==> config.mk <==
export PLATFORM = sky130hd
export DESIGN_NAME = bcd_scan_counter
export DESIGN_NICKNAME = d
export VERILOG_FILES = /design/src/rtl/bcd_scan_counter.sv
export SDC_FILE = /design/constraint.sdc
export NUM_CORES = 1
export LEC_CHECK = 0
export ABC_CLOCK_PERIOD_IN_PS = 4050
export CAP_MARGIN = 20
export CORE_MARGIN = 2
export CORE_UTILIZATION = 55
export CTS_CLUSTER_DIAMETER = 50
export DETAILED_ROUTE_END_ITERATION = 7
export DONT_BUFFER_PORTS = 1
export GPL_ROUTABILITY_DRIVEN = 0
export PLACE_DENSITY = 0.77
export SLEW_MARGIN = 20
export SYNTH_ARGS = -nofsm -noshare
export SYNTH_HDL_FRONTEND = slang
export SYNTH_HIERARCHICAL = 1
export SYNTH_SLANG_ARGS = --single-unit
==> constraint.sdc <==
create_clock -name clk -period 4.05 [get_ports clk]
set_clock_uncertainty 0.1 [all_clocks]
set_input_delay 0.81 -clock clk [delete_from_list [all_inputs] [get_ports clk]]
set_output_delay 0.81 -clock clk [all_outputs]
set_load 0.05 [all_outputs]
==> src/rtl/bcd_scan_counter.sv <==
// -----------------------------------------------------------------------------
// bcd_scan_counter
//   Four-digit BCD up/down counter fed by debounced push buttons, with a
//   time-multiplexed digit scan that drives a downstream 7-segment decoder.
//
// Parameters
//   CLK_DIV   clock cycles per scan slot (>= 2)
//   DEBOUNCE  cycles a synced button must disagree with its debounced state
//             before that state flips (>= 2)
//
// Ports
//   clk        rising-edge clock
//   rst_n      asynchronous active-low reset
//   btn_up     raw button, increment (active high)
//   btn_down   raw button, decrement (active high, only with BCD_DOWN_EN)
//   btn_clr    raw button, clear to 0000 (active high)
//   w,x,y,z    BCD digit of the selected slot, w = MSB
//   dig_en     one-hot digit enable, bit 0 = ones digit
//   wrap       one-cycle pulse on 9999->0000 (or 0000->9999 when down enabled)
//
// Configuration macro
//   BCD_DOWN_EN  defined: btn_down conditioning and decrement path built.
//                undefined: btn_down ignored, up+down together increments.
// -----------------------------------------------------------------------------

// Per-button conditioning: 2-FF synchronizer, counter debouncer, rising-edge
// press detector. Release never produces a pulse.
module bcd_btn_cond #(
    parameter int DEBOUNCE = 500000
) (
    input  logic clk,
    input  logic rst_n,
    input  logic i_btn,
    output logic o_press
);
    localparam int CW = $clog2(DEBOUNCE);

    logic          r_sync1;
    logic          r_sync2;
    logic          r_db;
    logic          r_db_d;
    logic [CW-1:0] r_cnt;

    always_ff @(posedge clk or negedge rst_n) begin
        if (!rst_n) begin
            r_sync1 <= 1'b0;
            r_sync2 <= 1'b0;
            r_db    <= 1'b0;
            r_db_d  <= 1'b0;
            r_cnt   <= '0;
        end else begin
            r_sync1 <= i_btn;
            r_sync2 <= r_sync1;
            r_db_d  <= r_db;
            if (r_sync2 == r_db) begin
                r_cnt <= '0;
            end else if (r_cnt == CW'(DEBOUNCE - 1)) begin
                // disagreed long enough: accept the new level
                r_db  <= r_sync2;
                r_cnt <= '0;
            end else begin
                r_cnt <= r_cnt + CW'(1);
            end
        end
    end

    assign o_press = r_db & ~r_db_d;
endmodule

module bcd_scan_counter #(
    parameter int CLK_DIV  = 100000,
    parameter int DEBOUNCE = 500000
) (
    input  logic       clk,
    input  logic       rst_n,
    input  logic       btn_up,
    input  logic       btn_down,
    input  logic       btn_clr,
    output logic       w,
    output logic       x,
    output logic       y,
    output logic       z,
    output logic [3:0] dig_en,
    output logic       wrap
);
`ifdef BCD_DOWN_EN
    localparam int NBTN = 3;
`else
    localparam int NBTN = 2;
`endif
    localparam int PW = $clog2(CLK_DIV);

    // ---------------- button conditioning ----------------
    logic [NBTN-1:0] w_btn_raw;
    logic [NBTN-1:0] w_press;
    logic            w_up;
    logic            w_clr;

`ifdef BCD_DOWN_EN
    assign w_btn_raw = {btn_down, btn_clr, btn_up};
`else
    assign w_btn_raw = {btn_clr, btn_up};
    logic w_unused_down;
    assign w_unused_down = btn_down;
`endif

    for (genvar gi = 0; gi < NBTN; gi++) begin : g_btn
        bcd_btn_cond #(.DEBOUNCE(DEBOUNCE)) u_cond (
            .clk     (clk),
            .rst_n   (rst_n),
            .i_btn   (w_btn_raw[gi]),
            .o_press (w_press[gi])
        );
    end

    assign w_up  = w_press[0];
    assign w_clr = w_press[1];

    // ---------------- count datapath ----------------
    logic [3:0][3:0] r_dig;
    logic [3:0][3:0] w_dig_inc;
    logic [3:0][3:0] w_dig_nxt;
    logic            w_inc_wrap;
    logic            w_wrap_nxt;
    logic            r_wrap;

    // Ripple carry: digits at 9 roll to 0 until the first non-9 digit bumps.
    // w_inc_wrap survives the loop only when every digit was 9.
    always_comb begin
        w_dig_inc  = r_dig;
        w_inc_wrap = 1'b1;
        for (int i = 0; i < 4; i++) begin
            if (w_inc_wrap) begin
                if (r_dig[i] == 4'd9) begin
                    w_dig_inc[i] = 4'd0;
                end else begin
                    w_dig_inc[i] = r_dig[i] + 4'd1;
                    w_inc_wrap   = 1'b0;
                end
            end
        end
    end

`ifdef BCD_DOWN_EN
    logic            w_dn;
    logic [3:0][3:0] w_dig_dec;
    logic            w_dec_wrap;

    assign w_dn = w_press[2];

    // Ripple borrow: digits at 0 roll to 9 until the first non-zero digit drops.
    always_comb begin
        w_dig_dec  = r_dig;
        w_dec_wrap = 1'b1;
        for (int i = 0; i < 4; i++) begin
            if (w_dec_wrap) begin
                if (r_dig[i] == 4'd0) begin
                    w_dig_dec[i] = 4'd9;
                end else begin
                    w_dig_dec[i] = r_dig[i] - 4'd1;
                    w_dec_wrap   = 1'b0;
                end
            end
        end
    end
`endif

    // clr beats everything; up+down cancel when the down path exists
    always_comb begin
        w_dig_nxt  = r_dig;
        w_wrap_nxt = 1'b0;
        if (w_clr) begin
            w_dig_nxt = '0;
`ifdef BCD_DOWN_EN
        end else if (w_up && w_dn) begin
            w_dig_nxt = r_dig;
        end else if (w_up) begin
            w_dig_nxt  = w_dig_inc;
            w_wrap_nxt = w_inc_wrap;
        end else if (w_dn) begin
            w_dig_nxt  = w_dig_dec;
            w_wrap_nxt = w_dec_wrap;
`else
        end else if (w_up) begin
            w_dig_nxt  = w_dig_inc;
            w_wrap_nxt = w_inc_wrap;
`endif
        end
    end

    // ---------------- scan ----------------
    logic [PW-1:0] r_pre;
    logic [1:0]    r_idx;
    logic [1:0]    w_idx_nxt;
    logic          w_pre_tc;
    logic [3:0]    r_bcd;
    logic [3:0]    r_en;

    assign w_pre_tc  = (r_pre == PW'(CLK_DIV - 1));
    assign w_idx_nxt = w_pre_tc ? r_idx + 2'd1 : r_idx;

    always_ff @(posedge clk or negedge rst_n) begin
        if (!rst_n) begin
            r_dig  <= '0;
            r_wrap <= 1'b0;
            r_pre  <= '0;
            r_idx  <= 2'd0;
            r_bcd  <= 4'd0;
            r_en   <= 4'b0001;
        end else begin
            r_dig  <= w_dig_nxt;
            r_wrap <= w_wrap_nxt;
            r_pre  <= w_pre_tc ? '0 : r_pre + PW'(1);
            r_idx  <= w_idx_nxt;
            // next-state index and digits, so a count change on the selected
            // digit shows at the same edge and slot changes have no dead cycle
            r_bcd  <= w_dig_nxt[w_idx_nxt];
            r_en   <= 4'b0001 << w_idx_nxt;
        end
    end

    assign {w, x, y, z} = r_bcd;
    assign dig_en       = r_en;
    assign wrap         = r_wrap;
endmodule
==> Yosys cells after proc, flatten, opt, wreduce, memory -nomap -nowiden <==
Cells that the tools add are included.
Widths: inputs -> output; s select.
{ "totals": {"regBits": 90, "input_bits": 5, "wordCells": 72} }
{ "op_classes": {"addsub": 8, "order_cmp": 1, "eq_ne": 9, "shift": 1, "mux": 26, "bitwise_logic": 6, "reduce_logical": 2} }
{ "op_table": {"columns": ["operator", "count"], "rows": [
  ["$mux 19", 4],
  ["$add 19x1->19 const B", 2],
  ["$eq 19x19->1 const B", 2],
  ["$mux 16", 2],
  ["$mux 4", 8],
  ["$add 17x1->17 const B", 1],
  ["$eq 17x17->1 const B", 1],
  ["$mux 17", 1],
  ["$add 4x1->4 const B", 4],
  ["$eq 4x4->1 const B", 4],
  ["$mux 1", 9],
  ["$bmux 4 s2", 1],
  ["$not 1->1", 4],
  ["$reduce_and 2->1", 2],
  ["$shl 1x2->4 const A", 1],
  ["$lt 2x3->1 const B", 1],
  ["$add 2x1->2 const B", 1],
  ["$and 1x1->1", 2],
  ["$eq 1x1->1", 2],
  ["$mux 2", 1]
]} }

==> Logic depth before layout (Yosys ltp) <==
Gate-level depths: netlist (run 1).
{ "depth": {"ltp_word": 9, "depth_mapped": 8} }

==> Cells and area by module <==
Netlist (run 1), hierarchy kept.
{ "by_module_without_submodules": {"columns": ["mod", "instances", "cells_each", "area_per_inst_um2", "seq_area_each_um2"], "rows": [
  ["bcd_scan_counter", 1, 237, 2376.0, 1102.3],
  ["bcd_btn_cond at g_btn[0].u_cond", 1, 107, 1111.1, 575.6],
  ["bcd_btn_cond at g_btn[1].u_cond", 1, 107, 1104.8, 575.6]
]} }

==> Least setup slack after synthesis (run 1) <==
No wires, ideal clock.
{ "synth_path": {"kind": "reg2reg", "startpoint": "register g_btn[0].u_cond.r_db", "endpoint": "register r_bcd[0]", "t_arrival_ps": 1984, "required_time_ps": 3874, "setup_slack_ps": 1889, "stages_incl_launch_ff": 8, "cell_sequence": "dfrtp_1 -> nor2b_1 -> nand4b_1 -> or4_1 -> a21oi_2 -> nand2_1 -> a311o_1 -> o21ai_1"} }
{ "synth_rtl": {"columns": ["element", "line", "rtl"], "rows": [
  ["start: declaration", "40", "logic r_db;"],
  ["start signal: assignment", "59", "r_db <= r_sync2;"],
  ["end signal: assignment", "217", "r_bcd <= w_dig_nxt[w_idx_nxt];"],
  ["end: declaration", "196", "logic [3:0] r_bcd;"]
]} }

==> Worst setup path in the final report (run 1) <==
{ "layout_path": {"startpoint": "register r_pre[6]", "endpoint": "register r_bcd[0]"} }
{ "layout_via": {"elab_chain_len": 4} }
{ "layout_lines": {"columns": ["element", "line", "rtl"], "rows": [
  ["start: declaration", "192", "logic [PW-1:0] r_pre;"],
  ["start signal: assignment", "213", "r_pre <= w_pre_tc ? '0 : r_pre + PW'(1);"],
  ["$eq 17x17->1", "199", "assign w_pre_tc = (r_pre == PW'(CLK_DIV - 1));"],
  ["$mux 2", "200", "assign w_idx_nxt = w_pre_tc ? r_idx + 2'd1 : r_idx;"],
  ["$bmux 4 s2", "217", null],
  ["$mux 4 (not written as such)", "217", null]
]} }
No other way between the ends. The select of a mux whose other input is x is not followed.
A chain may end at the register's enable or synchronous reset.

==> results of run 1 <==
==> area by class of cell <==
type	instances	area, um^2
fill	653	3258
sequential	90	2253
multi-input combinational	332	2210
clock buffer	10	137.6
tap	105	131.4
clock inverter	6	72.57
inverter	15	56.30
timing repair buffer	2	15.01
==> registers in the layout, summed over array words and instances (netlist names) <==
signal / flops
dig_en: 4
g_btn.u_cond/r_cnt: 38
g_btn.u_cond/r_db: 2
g_btn.u_cond/r_db_d: 2
g_btn.u_cond/r_sync1: 2
g_btn.u_cond/r_sync2: 2
r_bcd: 4
r_dig: 16
r_idx: 2
r_pre: 17
wrap: 1
==> final timing paths <==
check,cells past startpoint,end,slack [ns]
max reg2reg,6,r_bcd[0],1.46
max in group asynchronous,0,dig_en[0],3.63
min in group clk,0,g_btn[1].u_cond/r_sync2,0.25
max,6,r_bcd[0],1.46
min,0,r_pre[5],0.03
min reg2reg,0,g_btn[1].u_cond/r_sync2,0.25
==> cells in the mapped netlist (4+ instances only) <==
master                     count  share of area [%]
sky130_fd_sc_hd__inv_1        13                1.1
sky130_fd_sc_hd__nor2_1       53                4.3
sky130_fd_sc_hd__nand4_1      13                1.8
sky130_fd_sc_hd__buf_2         7               0.76
sky130_fd_sc_hd__nor4_1       13                1.8
sky130_fd_sc_hd__a21oi_1      13                1.4
sky130_fd_sc_hd__xnor2_1      32                6.1
sky130_fd_sc_hd__dfrtp_1      89                 49
sky130_fd_sc_hd__and2_1        7               0.95
sky130_fd_sc_hd__nor3_1       12                1.3
sky130_fd_sc_hd__nand2_1      30                2.5
sky130_fd_sc_hd__nor2b_1       9                1.2
sky130_fd_sc_hd__a211oi_1      4               0.65
sky130_fd_sc_hd__or3_1         9                1.2
sky130_fd_sc_hd__xor2_1       18                3.4
sky130_fd_sc_hd__nand3_1      28                3.1
sky130_fd_sc_hd__a31oi_1       8                1.1
sky130_fd_sc_hd__and3_1        7               0.95
sky130_fd_sc_hd__o21ai_0      12                1.3
sky130_fd_sc_hd__clkbuf_1      5               0.41
sky130_fd_sc_hd__o31ai_1       4               0.65
==> power breakdown <==
part	internal (W)	switching [W]
clock	0.000309	0.000333
sequential	0.000905	0.00000722
combinational	0.00000721	0.0000115
==> layer usage <==
layer  vias to the layer above  global-route usage, %  routed length (um)
met2                        66                  32.98                4149
met5                         -                      0                   0
met3                         7                  3.953                 373
met1                      1644                  26.93                3931
li1                       1604                      -                   -
met4                         0                  8.333                 100
==> metrics by stage <==
step	area, um^2	std cells	util [%]
after floorplan	4592	451	-
after global placement	4666	544	57.36
after detailed placement	4666	544	57.36
after CTS	4876	560	59.94
after global routing	4876	560	59.94
final	4876	560	59.94
==> cell families (layout without fill, tap and decap cells) <==
kind of cell	after synthesis	after routing
adders and majority gates	3	3
AOI/OAI and AO/OA	56	56
and+or+nand+nor	217	217
muxes	5	5
xor gates and xnor gates	51	51
buffers and inverters	29	33
DFF	90	90
==> critical path, stage by stage, from the launching register on <==
cell and delay [ns]:
sky130_fd_sc_hd__dfrtp_1 0.45, sky130_fd_sc_hd__or4b_4 0.60, sky130_fd_sc_hd__nor4_4 0.57, sky130_fd_sc_hd__buf_4 0.30
sky130_fd_sc_hd__a211oi_1 0.07, sky130_fd_sc_hd__a311o_1 0.35, sky130_fd_sc_hd__o21ai_1 0.08
==> metrics list, run 1 <==
- Setup violations remaining at the end of the flow were counted as 0.
* Status: completed
* GRT Overall Usage: ~20%
* Highest-count cells in the layout ignoring fill and taps: sky130_fd_sc_hd__dfrtp_1 (89), sky130_fd_sc_hd__nor2_1 (53), sky130_fd_sc_hd__xnor2_1 (32), sky130_fd_sc_hd__nand2_1 (30), sky130_fd_sc_hd__nand3_1 (28)
* Power density cells: roughly 320 mW/mm^2
- Counting every net in the synthesized netlist gives between 400 and 500.
- Post-synthesis xor/xnor area fraction: 9.891%
- Required time of the critical path: between 4 and 5 ns
* Final total power: between 0.0015 and 0.002 W
- By startpoint and endpoint, the worst setup path is classified as reg -> reg.
* Number of inserted diodes: 0
* Horizontal extent of the die: approximately 95 um
- In this run the tool buffered the top-level ports with 0 buffer cells.
- Effective utilization at floorplan: 56.45%
* First-pass GRT wire length: 14.43 mm
* Adder and majority cell fraction of the synthesized area: less than 1%
- CP Max Fanout: 13
- Synth-to-layout area growth: 6.185%
* Synthesized area: approximately 0.0046 mm^2
* Share of the clock period used by the worst path: 64.04%
* Minimum period implied by the final worst setup slack: between 2 and 3 ns
- After synthesis, the largest family of logic cells by area is simple AND/OR/NAND/NOR gates.
- Count of different cell masters after synthesis: 63
* Synthesized-area fraction occupied by ao, oa, aoi and oai cells: ~9%
- The worst-case IR drop observed on VDD is roughly 210 uV.
* Vias/cell: roughly 5.9
- In the final routed layout, each cell accounts on average for approximately 15 um.
- Crit path arrival time: 2.78 ns
- After Yosys synthesis, and, or, nand and nor cells account for 27.47% of the synthesized area.
* Clock Path Buffers: 2
- Counting flops with an async set or reset pin after synthesis yields a share of 100.0%.
* Worst hold margin: around 0.028 ns
- Remaining routing DRC violations: 0
* Warnings from Yosys: 6
* Mux contribution to synthesized area: roughly 1.1%
* Top achievable clock speed: 385.5 MHz
- Sequential area share after synthesis: between 40% and 50%
- The library cell used most frequently in the layout, excluding fill and tap cells, is sky130_fd_sc_hd__dfrtp_1.
* Post CTS Setup Buffer Count: 0
* Post-placement worst setup slack: roughly 1.5 ns
* Number of placed I/O pins: 14
* Cell Rows: 33
- In this run the critical register-to-register path is launched from r_pre[6].
- The most critical setup path has its startpoint at r_pre[6].
- In this run, synthesis inferred 0 flip-flops with an integrated enable.
- Die boundary height: between 90 and 100 um
- Final slew viol count: 0
* Core box area: slightly above 0.008 mm^2
- After clock tree synthesis, the flow added hold-fix buffers numbering 0.
- For this block, the via count after detailed routing is between 3,000 and 4,000.
- Via count of the first global-routing pass: 3,171
* Final number of hold-violating endpoints: 0
* Clock transition time at the flip-flop clock pins of the worst setup and hold paths: about 0.10 ns
* Clock buffers created by TritonCTS: 9
* PnR worst setup slack: about 1.5 ns
* Total negative setup slack: 0 ns
* CTS Sinks: 90
* Mapped Avg Cell Area: 10.18 um^2
- Number of register bits inferred by synthesis: 90
- Entering global routing, the biggest net connects a little over 90 pins.
* Worst slew margin relative to its limit: 35.33%
- Setup crit end kind: register
- Post-Syn Instances: ~450
* Final HPWL DP: 5.706 mm
- TritonCTS built the clock tree.
- Setup repair after global routing left no endpoint under its margin.
- The worst setup path is launched from a register.
- Synth Flop Type: sky130_fd_sc_hd__dfrtp_1
- Number of routed nets with antenna violations: 0
* Clock insertion delay at the later pin of the skew report: ~0.36 ns
- Worst Tran Pin Value: between 0.9 and 1 ns
- In this run the clock root is driven by a sky130_fd_sc_hd__clkbuf_8.
- Share of post-route cells with drive strength above 1: under 10%
- # Max-Cap Violations: 0
* Number of DRC violations after detailed-routing iteration 0: 190
- Antenna violations before repair: 0
* Net count, final: roughly 460
- In this run, post-CTS repair resized a total of 0 instances.
- The die covers slightly above 0.009 mm^2.
* Kind of path behind the tightest hold check: in -> async
* Standby leakage power: 2.093 nW
- Remaining global-route overflow: 0
- H-tree depth reported by CTS: 3
- The final layout contains routed wiring with a total length of ~8.6 mm.
- For this run, the detailed router's first-pass iteration total came to 4.
(Power assumes the default switching activity.)
==> run 2: changes to the inputs <==
ABC_CLOCK_PERIOD_IN_PS = 2200   (was 4050)
PLACE_DENSITY = 0.8   (was 0.77)
clock period = 2.2 ns   (was 4.05 ns; I/O delays follow)
==> run 2 against run 1 <==
Effect of this change:
- the run now ends with negative hold slack left
- sequential share of layout area down 2.4 points
- clock power up 79%
- non-clock buffer count increased by 31
- routed wire length rose by 4.8%
- clock-buffer cell count unchanged
- first-iteration DRC count grew 11%
- via count is 4.9% higher
- critical path type unchanged
- largest power group unchanged
==> metrics list, run 2 (same netlist as run 1, synthesis figures left out) <==
- Vias/cell: 5.893 (was 5.930)
* Aggregate routed wire length: 8.963 mm (was 8.554 mm)
- Worst slew margin relative to its limit: 64.04% (was 35.33%)
- Number of port buffers: 0 (unchanged)
- The clock root buffer is sky130_fd_sc_hd__clkbuf_8 (unchanged).
- Highest-count cells in the layout ignoring fill and taps: sky130_fd_sc_hd__dfrtp_1 (89), sky130_fd_sc_hd__nor2_1 (53), sky130_fd_sc_hd__xnor2_1 (32), sky130_fd_sc_hd__buf_4 (30), sky130_fd_sc_hd__nand2_1 (29) (was sky130_fd_sc_hd__dfrtp_1 (89), sky130_fd_sc_hd__nor2_1 (53), sky130_fd_sc_hd__xnor2_1 (32), sky130_fd_sc_hd__nand2_1 (30), sky130_fd_sc_hd__nand3_1 (28))
* Core box area: 0.008134 mm^2 (unchanged)
* Total area of sequential cells: 0.002253 mm^2 (unchanged)
* Worst Tran Pin Value: 0.5353 ns (was 0.9667 ns)
* Minimum period implied by the final worst setup slack: 2.199 ns (was 2.594 ns)
- The maximum clock frequency came to 454.8 MHz (was 385.5 MHz).
- Status: complete, but fails checks (was completed)
* Required time of the critical path: 2.34 ns (was 4.24 ns)
- Crit Reg-Reg Startpoint: r_pre[12] (was r_pre[6])
- CP Max Fanout: 14 (was 13)
* Levels on crit path: 7 (was 6)
* Routed via count: 3,483 (was 3,321)
* Final setup vio count: 0 (unchanged)
- Final number of hold-violating endpoints: 90 (was 0)
- The remaining antenna violation count was 0 (unchanged).
- The flip-flop count of the largest register, all copies and words added is 38 (unchanged).
- The final total power was 0.002867 W (was 0.001572 W).
- Crit path arrival time: 2.34 ns (was 2.78 ns)
- The type of origin of the critical path is a register (unchanged).
* Number of inserted diodes: 0 (unchanged)
- List of cells traversed by the critical path: or4b_4 > nor4_4 > buf_6 > nand2_2 > o211a_1 > a31oi_1 > o22ai_1 (was or4b_4 > nor4_4 > buf_4 > a211oi_1 > a311o_1 > o21ai_1)
- The clock tree from TritonCTS was done (unchanged).
- The area overhead of the layout relative to synthesis came to 12.10% (was 6.185%).
- Number of buffers and inverters on the critical path: 1 (unchanged)
- Total negative setup slack: 0 ns (unchanged)
- Via count of the first global-routing pass: 3,349 (was 3,171)
- The number of antenna violations at the first check in global routing is 0 (unchanged).
- The HPWL after detailed placement was 6.178 mm (was 5.706 mm).
* Share of post-route cells with drive strength above 1: 15.84% (was 9.011%)
* DIE AREA: 0.009095 mm^2 (unchanged)
- Avg WL per Cell: 15.17 um (was 15.28 um)
- Effective utilization at floorplan: 56.45% (unchanged)
- Cell Rows: 33 (unchanged)
- First-pass GRT wire length: 15.12 mm (was 14.43 mm)
* Number of DRC violations after detailed-routing iteration 0: 211 (was 190)
- The slowest cell on the critical path is sky130_fd_sc_hd__or4b_4 (unchanged).
- The register with the most flip-flops is g_btn.u_cond/r_cnt (unchanged).
- Power density cells: 557.0 mW/mm^2 (was 322.4 mW/mm^2)
* Kind of path behind the tightest hold check: in -> async (unchanged)
- The part of the cycle the worst path needs was 99.94% (was 64.04%).
- The longest individual stage delay on the worst path was 0.59 ns (was 0.60 ns).
- The largest buffer count on any clock path came to 2 (unchanged).
* Most common cell after layout, fill and taps aside: sky130_fd_sc_hd__dfrtp_1 (unchanged)
- The number of buffers created by CTS was 9 (unchanged).
- Launch point of the worst path: r_pre[12] (was r_pre[6])
- Biggest regs: g_btn.u_cond/r_cnt x38, r_pre x17, r_dig x16 (unchanged).
- The die width is 95.37 um (unchanged).
* GRT Overall Usage: 21.17% (was 20.34%)
- Clock insertion delay at the later pin of the skew report: 0.36 ns (about the same)
- The total congestion overflow is 0 (unchanged).
* Filler Cells Inserted: 608 (was 653)
* Maximum number of pins on one net before global-route repair: 91 (unchanged)
* Number of placed I/O pins: 14 (unchanged)
* CTS Sinks: 90 (unchanged)
- The category of the worst setup path capture point is a register (unchanged).
* Failing checks: negative hold slack
* CP Class: reg -> reg (unchanged)
- H-tree depth reported by CTS: 3 (unchanged)
- # Max-Cap Violations: 0 (unchanged)
* Worst IR Drop VDD: 272.2 uV (was 206.7 uV)
* Setup repair after global routing missed its margin: true (was false)
* Die boundary height: 95.37 um (unchanged)
* Cell type group with the largest total delay on the critical path: simple AND/OR/NAND/NOR gates (unchanged)
- The worst-case hold slack is -0.3287 ns (was 0.02806 ns).
- Net count, final: 489 (was 458)
* Multi-input combinational cell area: 0.002247 mm^2 (was 0.002210 mm^2)
* Count of hold-fix buffers inserted at cts: 2 (was 0)
* Depth of the worst register-to-register path: 7 (was 6)
- Final slew viol count: 0 (unchanged)
- Remaining routing DRC violations: 0 (unchanged)
- Standby leakage power: 2.253 nW (was 2.093 nW)
- The number of iterations in the first detailed-routing pass was 5 (was 4).
- Clock transition time at the flip-flop clock pins of the worst setup and hold paths: 0.09 ns (was 0.10 ns)
==> run 2: cell count changes in the layout (fill, tap and decap cells not counted), sizes merged <==
cell / delta
clkinvlp: -1
inv: -1
dlygate4sd3: +2
buf: +29
clkinv: +2
==> run 2: timing repair <==
item,in CTS,in global routing
pin swaps,0,1
endpoints found under the setup margin,2,4
gates resized for setup,2,8
setup buffers,0,2
hold endpoints to repair,92,90
==> run 2: worst register-to-register path, cell delays in order, from the launching register on <==
cell	delay, ns
sky130_fd_sc_hd__dfrtp_1	0.39
sky130_fd_sc_hd__or4b_4	0.59
sky130_fd_sc_hd__nor4_4	0.32
sky130_fd_sc_hd__buf_6	0.20
sky130_fd_sc_hd__nand2_2	0.07
sky130_fd_sc_hd__o211a_1	0.14
sky130_fd_sc_hd__a31oi_1	0.16
sky130_fd_sc_hd__o22ai_1	0.12
==> run 2: metal layers <==
layer | track usage [%] | vias up | wire length (um)
met5 | 0 | - | 0
met4 | 5.476 | 0 | 68
met3 | 4.743 | 8 | 395
met2 | 34.74 | 104 | 4391
met1 | 28.62 | 1705 | 4107
li1 | - | 1666 | -
==> run 2: path summary, 6_finish.rpt <==
check | to | slack [ns]
max in group asynchronous | dig_en[0] | 2.14
hold reg to reg | g_btn[1].u_cond/r_sync2 | 0.26
min in group clk | g_btn[1].u_cond/r_sync2 | 0.26
setup reg to reg | r_bcd[2] | 0.001
hold / removal | r_pre[4] | -0.33
setup / recovery | r_bcd[2] | 0.001
==> run 2: final cells by class <==
type,instances,area share [%]
inverter,15,1.094
multi-input combinational,332,43.66
timing repair buffer,33,4.983
sequential,90,43.78
clock inverter,6,1.264
tap,105,2.552
clock buffer,10,2.674
==> run 2: per-stage QoR <==
| stage | area [um^2] | cells | hold WS (ns) | util (%) | setup slack [ns] |
|---|---|---|---|---|---|
| after detailed placement | 4868 | 571 | 0.04702 | 59.85 | -0.01418 |
| after floorplan | 4592 | 451 | 0.04441 | - | 0.03937 |
| after global placement | 4868 | 571 | 0.04757 | 59.85 | 0.02750 |
| final | 5147 | 591 | -0.3287 | 63.28 | 0.001372 |
| after global routing | 5147 | 591 | -0.3586 | 63.28 | -0.05548 |
| after CTS | 5099 | 589 | -0.3383 | 62.68 | -0.01876 |
==> run 2: report_power, final <==
part	leakage (nW)	switching (W)	internal [W]
clock	0.108	0.000589	0.000561
sequential	1.23	0.0000136	0.00167
combinational	0.919	0.0000214	0.0000175
==> run 3: changes to the inputs <==
CORE_MARGIN = 4   (was 2)
PLACE_DENSITY = 0.77   (was 0.8)
==> run 3 against run 2 <==
Effect of this change:
- the flow finishes with violations (negative hold slack, negative setup slack)
- non-clock buffer count up 6
- via count down 0.23%
- final area up 0.92%
- register-to-register slack worse by 0.03 ns
- routed wire length up 2.8%
- critical path type unchanged
- largest cell class is now multi-input gates
==> metrics list, run 3 (same netlist as run 1, synthesis figures left out) <==
- The summed negative setup slack over all endpoints came to -0.03108 ns (was 0 ns).
- List of cells traversed by the critical path: or4b_4 > nor4_4 > nor3_1 > o21a_1 > a31oi_1 > nand3_1 (was or4b_4 > nor4_4 > buf_6 > nand2_2 > o211a_1 > a31oi_1 > o22ai_1).
* First-pass GRT wire length: 15.69 mm (was 15.12 mm)
- The y dimension of the die was 99.37 um (was 95.37 um).
- Status: complete, but fails checks (unchanged).
- The clock tree from TritonCTS is done (unchanged).
* Final setup vio count: 1 (was 0)
- The data required time at the worst endpoint was 2.34 ns (about the same).
- The residual DRC count is 0 (unchanged).
- The final routed wirelength across all metal layers is 9.213 mm (was 8.963 mm).
- Clock transition time at the flip-flop clock pins of the worst setup and hold paths: 0.09 ns (about the same)
* Worst hold margin: -0.3221 ns (was -0.3287 ns)
* Setup repair after global routing missed its margin: true (unchanged)
- The minimum setup slack in the final design was -0.03108 ns (was 0.001372 ns).
* Effective utilization at floorplan: 56.17% (was 56.45%)
- Avg WL per Cell: 15.43 um (was 15.17 um)
- Antenna violations before repair: 0 (unchanged)
* Final design instance area without fill: 0.005195 mm^2 (was 0.005147 mm^2)
* Crit path max-delay cell type: sky130_fd_sc_hd__or4b_4 (unchanged)
- Worst slew margin relative to its limit: 63.48% (was 64.04%)
- The clock root buffer is sky130_fd_sc_hd__clkbuf_8 (unchanged).
- The max-slew violation total from the final report was 0 (unchanged).
* Routed via count: 3,475 (was 3,483)
* Crit path arrival time: 2.37 ns (was 2.34 ns)
- The most common cell after layout, fill and taps aside is sky130_fd_sc_hd__dfrtp_1 (unchanged).
* Minimum period implied by the final worst setup slack: 2.231 ns (was 2.199 ns)
- The number of input and output port buffers inserted was 0 (unchanged).
- Number of inserted diodes: 0 (unchanged)
* Number of placed I/O pins: 14 (unchanged)
- The part of the cycle the worst path needs is 101.4% (was 99.94%).
- Count of hold-fix buffers inserted at cts: 2 (unchanged)
* CTS Sinks: 90 (unchanged)
* Startpoint type of the worst setup path: register (unchanged)
- The total congestion overflow is 0 (unchanged).
- Number of routed nets with antenna violations: 0 (unchanged)
- The H-tree level count is 3 (unchanged).
- Clock buffers created by TritonCTS: 9 (unchanged)
* Worst Tran Pin Value: 0.5436 ns (was 0.5353 ns)
- The beginning of the critical path is r_pre[14] (was r_pre[12]).
- The area overhead of the layout relative to synthesis was 13.13% (was 12.10%).
- Horizontal extent of the die: 99.37 um (was 95.37 um)
- The final layout net count came to 495 (was 489).
- The vias per cell is 5.821 (was 5.893).
- Core box area: 0.008175 mm^2 (was 0.008134 mm^2)
- The largest buffer count on any clock path is 2 (unchanged).
* Via count of the first global-routing pass: 3,342 (was 3,349)
- First-pass detailed-route iteration total: 4 (was 5)
- CP Class: reg -> reg (unchanged)
- Clock insertion delay at the later pin of the skew report: 0.36 ns (about the same)
* DIE AREA: 0.009874 mm^2 (was 0.009095 mm^2)
- The longest individual stage delay on the worst path is 0.59 ns (about the same).
- The category of the worst setup path capture point is a register (unchanged).
- Failing checks: negative hold slack, negative setup slack (was negative hold slack).
- Cell Rows: 33 (unchanged)
- The number of endpoints with negative hold slack in the final report came to 90 (unchanged).
* Final total power: 0.002831 W (was 0.002867 W)
- The HPWL after detailed placement was 6.215 mm (was 6.178 mm).
* Max FFs per register: 38 (unchanged)
- The overall global routing resource usage came to 19.67% (was 21.17%).
- The register with the most flip-flops is g_btn.u_cond/r_cnt (unchanged).
* Number of DRC violations after detailed-routing iteration 0: 126 (was 211)
- The worst IR drop on VDD is 317.0 uV (was 272.2 uV).
* Power density cells: 545.0 mW/mm^2 (was 557.0 mW/mm^2)
- CP Max Fanout: 4 (was 14)
- The share of final-layout standard cells stronger than drive strength 1 came to 17.07% (was 15.84%).
- The maximum clock frequency is 448.2 MHz (was 454.8 MHz).
* Post-Route Utilization: 63.54% (was 63.28%)
- # Max-Cap Violations: 0 (unchanged)
* Highest-count cells in the layout ignoring fill and taps: sky130_fd_sc_hd__dfrtp_1 (89), sky130_fd_sc_hd__nor2_1 (53), sky130_fd_sc_hd__buf_4 (35), sky130_fd_sc_hd__xnor2_1 (31), sky130_fd_sc_hd__nand2_1 (29) (was sky130_fd_sc_hd__dfrtp_1 (89), sky130_fd_sc_hd__nor2_1 (53), sky130_fd_sc_hd__xnor2_1 (32), sky130_fd_sc_hd__buf_4 (30), sky130_fd_sc_hd__nand2_1 (29))
* Maximum number of pins on one net before global-route repair: 91 (unchanged)
- The class of the worst hold path is in -> async (unchanged).
- Crit Reg-Reg Startpoint: r_pre[14] (was r_pre[12])
* Placed standard-cell area: 0.004876 mm^2 (was 0.004868 mm^2)
* Biggest regs: g_btn.u_cond/r_cnt x38, r_pre x17, r_dig x16 (unchanged)
* Standby leakage power: 2.282 nW (was 2.253 nW)
## run 3: final timing paths
path | end | slack [ns] | cells past startpoint
worst max-delay path | r_bcd[3] | -0.03 | 6
worst min-delay path | g_btn[0].u_cond/r_cnt[5] | -0.32 | 0
worst max register to register | r_bcd[3] | -0.03 | 6
worst min register to register | g_btn[1].u_cond/r_sync2 | 0.26 | 0
max in group asynchronous | dig_en[0] | 2.11 | 0
min in group clk | g_btn[1].u_cond/r_sync2 | 0.26 | 0
## run 3: through the flow
step | instances | setup WS, ns
floorplan | 451 | 0.03937
global placement | 572 | 0.06992
detailed placement | 572 | -0.03322
CTS | 590 | 0.01583
global route | 597 | -0.1135
finish | 597 | -0.03108
## run 3: per-layer routing
metal	part of all wire, %	track usage, %	vias to the layer above
met1	46	26.84	1712
met4	1.8	7.563	0
met3	4.1	5.330	14
met5	0	0	-
li1	-	-	1676
met2	48	30.11	73
## run 3: area by class of cell
cell class | count | area (um^2)
Clock buffer | 10 | 127.6
Clock inverter | 6 | 66.31
Fill cell | 641 | 2980
Inverter | 15 | 56.30
Multi-Input combinational cell | 332 | 2255
Sequential cell | 90 | 2253
Tap cell | 105 | 131.4
Timing Repair Buffer | 39 | 305.3
## run 3: timing repair
action,CTS,global route
gates cloned,0,1
setup endpoints to repair,2,4
resized for setup,2,12
setup buffers,0,6
hold endpoints to repair,92,90
pin swaps,0,8
## run 3: worst max-delay path, delay by kind of cell (launching register included)
kind / cells / cell delay, ns
AOI/OAI and AO/OA: 2 / 0.39
and+or+nand+nor: 4 / 1.23
DFF: 1 / 0.39
## run 3: power breakdown
| group | total [W] | switching (W) | internal [W] |
|---|---|---|---|
| logic | 0.0000400 | 0.0000215 | 0.0000186 |
| clock network | 0.00111 | 0.000583 | 0.000530 |
| registers | 0.00168 | 0.0000132 | 0.00167 |
